**config.mk**
```make
export PLATFORM = sky130hd
export DESIGN_NAME = boot_copier
export DESIGN_NICKNAME = d
export VERILOG_FILES = /design/src/rtl/boot_copier.sv
export SDC_FILE = /design/constraint.sdc
export NUM_CORES = 1
export LEC_CHECK = 0
export CORE_ASPECT_RATIO = 0.7
export CORE_MARGIN = 3
export CORE_UTILIZATION = 43
export DETAILED_ROUTE_END_ITERATION = 6
export MAX_ROUTING_LAYER = met4
export PLACE_DENSITY = 0.77
export SYNTH_ARGS = -nofsm -noshare
export SYNTH_HDL_FRONTEND = slang
export SYNTH_SLANG_ARGS = --single-unit
```
**constraint.sdc**
```tcl
create_clock -name clk -period 2.4 [get_ports clk]
set_clock_uncertainty 0.2 [all_clocks]
set_input_delay 0.24 -clock clk [delete_from_list [all_inputs] [get_ports clk]]
set_output_delay 0.24 -clock clk [all_outputs]
set_load 0.02 [all_outputs]
```
**src/rtl/boot_copier.sv**
```systemverilog
// boot_copier: copies a 256-byte boot ROM into RAM at DEST_BASE, then releases the CPU.
// Optional running checksum of copied bytes enabled by defining BOOT_COPIER_CHECKSUM_EN.
module boot_copier #(
   parameter logic [15:0] DEST_BASE = 16'hFF00
) (
   input  logic        clk,
   input  logic        rst,
   input  logic        start,
   output logic        rom_cs,
   output logic [7:0]  rom_addr,
   input  logic [7:0]  rom_dbr,
   output logic [15:0] ram_addr,
   output logic [7:0]  ram_dbw,
   output logic        ram_we,
   input  logic        ram_ack,
   output logic        cpu_ready,
   output logic [7:0]  checksum
);
   typedef enum logic [2:0] {IDLE, READ, LATCH, WRITE, DONE} state_t;
   state_t state_q, state_d;
   logic [7:0] idx_q, idx_d, data_q, data_d;
   logic [15:0] ram_addr_q, ram_addr_d;
   // next state; the RAM address is loaded only on the way into WRITE so it holds between writes
   always_comb begin
      state_d = state_q;
      idx_d = idx_q;
      data_d = data_q;
      ram_addr_d = ram_addr_q;
      case (state_q)
         IDLE: begin
            state_d = READ;
            idx_d = 8'h00;
         end
         READ: state_d = LATCH;
         LATCH: begin
            data_d = rom_dbr;
            ram_addr_d = DEST_BASE + {8'h00, idx_q};
            state_d = WRITE;
         end
         WRITE: if (ram_ack) begin
            state_d = (idx_q == 8'hFF) ? DONE : READ;
            idx_d = (idx_q == 8'hFF) ? idx_q : idx_q + 8'd1;
         end
         DONE: if (start) begin
            state_d = READ;
            idx_d = 8'h00;
         end
         default: state_d = IDLE;
      endcase
   end
   // state, index, data and address registers
   always_ff @(posedge clk or posedge rst) begin
      if (rst) begin
         state_q <= IDLE;
         idx_q <= 8'h00;
         data_q <= 8'h00;
         ram_addr_q <= DEST_BASE;
      end else begin
         state_q <= state_d;
         idx_q <= idx_d;
         data_q <= data_d;
         ram_addr_q <= ram_addr_d;
      end
   end
   assign rom_cs = state_q == READ;
   assign rom_addr = idx_q;
   assign ram_we = state_q == WRITE;
   assign ram_addr = ram_addr_q;
   assign ram_dbw = data_q;
   assign cpu_ready = state_q == DONE;
`ifdef BOOT_COPIER_CHECKSUM_EN
   logic [7:0] sum_q, sum_d;
   // running sum of accepted writes, cleared when a restart is accepted
   always_comb sum_d = (state_q == DONE && start) ? 8'h00 : (state_q == WRITE && ram_ack) ? sum_q + data_q : sum_q;
   // checksum accumulator register
   always_ff @(posedge clk or posedge rst) begin
      if (rst) sum_q <= 8'h00;
      else sum_q <= sum_d;
   end
   assign checksum = sum_q;
`else
   assign checksum = 8'h00;
`endif
endmodule

```
Word-level counts from Yosys, hierarchy flattened
Cells that the tools add are included.
Cells by class
  reduce and logical (&&, ||, !) cells: 4
  equality and inequality tests: 8
  muxes and demuxes: 8
  div/mod/pow operators: 0
  multipliers: 0
  add/sub/neg operators: 2
  bitwise gates (word level): 0
  order comparisons: 0
  shift-type cells: 0
Operators with widths (number)
  $mux 8: 3
  $pmux 8 s3: 1
  $pmux 3 s5: 1
  $add 9x9->10 const A: 1
  $mux 3: 3
  $add 8x1->8 const B: 1
  $eq 8x8->1 const B: 1
  $eq 3x2->1 const B: 2
  $ne 2x2->1 const B: 2
  $reduce_and 4->1: 1
  $eq 3x1->1 const B: 1
  $eq 3x3->1 const B: 1
  $logic_not 3->1: 1
  $reduce_bool 3->1: 1
  $ne 2x1->1 const B: 1
  $reduce_and 2->1: 1
Word-level totals
  ROM bits: 0
  output and inout port bits: 43
  bits in latches: 0
  bits of input ports: 12
  memories: 0
  flip-flop bits (word level): 35
  bits in writable memories: 0

Logic depth before layout (Yosys ltp)
  word-level depth: 4
  mapped depth: 6

Worst setup path after synthesis
No wires, ideal clock.
  path kind: reg2reg
  start: reg idx_q[0] (netlist: rom_addr[0])
  end: reg idx_q[3] (netlist: rom_addr[3])
  library setup time: 124 ps
  required time: 2076 ps
  path slack: 511 ps
  period minus slack after synthesis: 1889 ps
  buffers on the path: 0
  stages on the path, launching flop included: 6
  data arrival time: 1566 ps
  path through: dfrtp_1 ha_1 nand4_1 nor3_2 nor3_1 a211o_1
On the way
  longest elaborated chain between the ends: 4
  elaborated cells between the ends (all ways): 7
  classes of those cells: add/sub: 1; eq/ne: 2; mux: 3; reduce/logical: 1
Ends and longest elaborated chain
  from (decl): line 21  | logic [7:0] idx_q, idx_d, data_q, data_d;
  from (signal assigned): line 60  | idx_q <= idx_d;
  $add 8x1->8: line 42  | idx_d = (idx_q == 8'hFF) ? idx_q : idx_q + 8'd1;
  $mux 8: line 42
  $mux 8: line 40  | WRITE: if (ram_ack) begin
  $pmux 8 s3: line 29  | case (state_q)
Parallel ways exist; a longest one is shown, timed or not. The select of a mux whose other input is x is not followed.
A chain may end at the register's enable or synchronous reset.

Worst setup path in the final report
  start: reg state_q[2]
  end: out ram_we
On the way
  longest elaborated chain between the ends: 1
Ends and longest elaborated chain
  from (decl): line 20  | state_t state_q, state_d;
  from (signal assigned): line 59  | state_q <= state_d;
  $eq 3x2->1: line 67  | assign ram_we = state_q == WRITE;
  to (decl): line 14  | output logic ram_we,
No other way between the ends.

==> results_dict.tcl <==
set metrics [dict create \
    status "finished clean" \
    fin_crit_ns 2.24 \
    cts_tree "done" \
    critPathArrivalTime_ns 1.80 \
    rsz0062_at_grt "false" \
    top_usage_layer "met2" \
    drv_slew 0 \
    root_buffer "clkbuf_8" \
    ys_seq_elements 27 \
    synthArstFlopShare_pct 100 \
    synth_cells 125 \
    p_per_area_mw_per_mm2 1100 \
    fin_crit_sh_pct 93.4 \
    endpoint_kind "output pin" \
    antenna_cells 0 \
    core-area_sq_mm 0.00298 \
    final_util_pct 60.4 \
    grt_max_degree 28 \
    multi_input_area_sq_um 609 \
    crit_path_max_fanout 8 \
    start_kind "flip-flop" \
    fillCellCount 247 \
    p_leak_nw 0.794 \
    dp_hpwl_um 2090 \
    fin_nets 177 \
    pin_count 55 \
    grt_pass1_vias 971 \
    ys_warn_count 0 \
    hold_path_class "primary input to async pin" \
    clock_latency_ns 0.27 \
    cts_buffer_depth 2 \
    drt_iter0_markers 37 \
    drtAntennaViolNets 0 \
    dieWidth_um 74.8 \
    route.detailed.drc 0 \
    drt-total-wl_um 2850 \
    clkSlewWorstSetupHoldPaths_ns 0.09 \
    rows 16 \
    yosys.area.top_type_share_pct 47.4 \
    ys_types 34 \
    grt_antenna_before_repair 0 \
    postCtsHoldBufs 0 \
    endpoint "ram_we" \
    synth_area_per_cell_sq_um 11.4 \
    first_pass_iters 4 \
    finalSetupViolCount 0 \
    routed-via-count 1032 \
    synth_top_cell_by_area "dfrtp_1" \
    initial_core_util_pct 47.8 \
    finalPower_mw 1.99 \
    path_class "flip-flop to output pin" \
    avgViaCountPerCell 5.19 \
    cts_made_buffers 3 \
    synth_edf_count 0 \
    h-tree-depth 1 \
    drive_gt1_share_pct 16.6 \
    syn_to_final_growth_pct 26.2 \
    fp.dieArea_sq_mm 0.00406 \
    reg2reg_slack_ns 0.37 \
    rr_endpoint "rom_addr[3]$_DFFE_PP0P_" \
    port-buffer-count 38 \
    cp.required_ns 1.96 \
    grt_use_met3_pct 4.85 \
    cts.sinks 27 \
    final_area_sq_mm 0.00180 \
    fmax_mhz 446 \
    hold_viol_final 0 \
    crit_path_start "state_q[2]$_DFFE_PP0P_" \
    ctsResizeCount 0 \
    netlist_area_sq_mm 0.00143 \
    die_h_um 54.2 \
    place_congestion 0.809 \
    globalRouteMet2Util_pct 23.8 \
    grtUsageMet1_pct 19.3 \
    ff2ff_path_depth 5 \
    worstReg2RegStart "rom_addr[1]$_DFFE_PP0P_" \
    vdd_drop_max_v 0.000489 \
    synthTopCellsByArea "dfrtp_1 (47%), mux2_2 (13%), buf_4 (8.9%)" \
    drv_cap 0 \
    fin_setup_tns_ns 0 \
    routedWlPerCell_um 14.3 \
    synthFlopType "dfrtp_1" \
    post_dp_cell_area_sq_mm 0.00175 \
    grt_pass1_wl_um 4460 \
    seqCellArea_sq_um 676 \
    post_cts_buffers 0 \
    grt_usage_pct 14.9 \
    yosysSeqAreaShare_pct 47.4 \
    grt.overflow.total 0 \
]
metal layers:
metal	wire length, um	share of wire (%)
met5	0	0
met4	4	0.14
met3	221	7.8
met2	1360	48
met1	1260	44
final cells by class:
| class | count | area share [%] |
|---|---|---|
| Clock buffer | 3 | 2.29 |
| Clock inverter | 1 | 0.417 |
| Inverter | 5 | 1.04 |
| Multi-Input combinational cell | 86 | 33.8 |
| Sequential cell | 27 | 37.5 |
| Tap cell | 36 | 2.50 |
| Timing Repair Buffer | 41 | 22.4 |
sequential cells by signal, summed over array words and instances, names as in the netlist:
register and cells:
ram_dbw 8, state_q 3, ram_addr 8, rom_addr 8
worst min-delay path by stage:
stage	from	endpoint	slack (ns)	cells after the start
floorplan	rst	ram_addr[0]$_DFFE_PP0N_	0.09	1
global placement	ram_dbw[1]$_DFFE_PP0N_	ram_dbw[1]$_DFFE_PP0N_	0.29	1
detailed placement	ram_addr[6]$_DFFE_PP0N_	ram_addr[6]$_DFFE_PP0N_	0.29	1
CTS	rst	ram_dbw[7]$_DFFE_PP0N_	0.14	3
global route	rst	ram_dbw[7]$_DFFE_PP0N_	0.15	3
finish	rst	ram_dbw[0]$_DFFE_PP0N_	0.13	3
per-stage QoR:
stage / worst slack [ns] / instances / hold WS, ns
after global routing: 0.0976 / 199 / 0.154
final: 0.158 / 199 / 0.131
after floorplan: 0.511 / 139 / 0.0927
after global placement: 0.311 / 195 / 0.287
after CTS: 0.170 / 199 / 0.142
after detailed placement: 0.265 / 195 / 0.294
critical path: stages (launching register included):
cell,delay [ns]
dfrtp_1,0.48
nand3b_4,0.24
inv_1,0.16
clkdlybuf4s50_1,0.64
power by group:
| part | total (mW) | internal, mW | switching (mW) | leakage, nW |
|---|---|---|---|---|
| sequential | 0.746 | 0.599 | 0.147 | 0.342 |
| combinational | 0.984 | 0.497 | 0.488 | 0.430 |
| clock | 0.259 | 0.118 | 0.141 | 0.0217 |
| total | 1.99 | 1.21 | 0.775 | 0.794 |
placed cells by master, fill, tap and decap left out, types with 2 or more instances in the layout:
master,instances
nor3_1,4
dfrtp_1,27
conb_1,16
nor2_1,3
nand2_1,3
o21ai_0,6
or3_1,2
mux2_2,16
buf_4,3
nand3_1,5
clkdlybuf4s50_1,38
clkbuf_8,3
a21oi_1,3
nand4_1,2
inv_1,5
o31ai_1,4
and3_1,4
and2_1,2
cell usage after synthesis, types with 2 or more instances:
cell	instances
and2_1	2
o31ai_1	4
nand4_1	2
nor3_1	4
mux2_2	16
buf_4	17
and3_1	4
nand3_1	5
inv_1	5
buf_6	3
a21oi_1	3
or3_1	2
o21ai_0	6
nor2_1	3
nand2_1	3
conb_1	2
dfrtp_1	27
kinds of logic after synthesis:
kind of cell | share of synthesized area [%]
buffers and inverters | 13.6
DFF | 47.4
muxes | 12.6
adders and majority gates | 0.877
and+or+nand+nor | 14.8
AOI/OAI and AO/OA | 10.2
other | 0.527
Note: power is estimated with default switching activity, not from simulation.
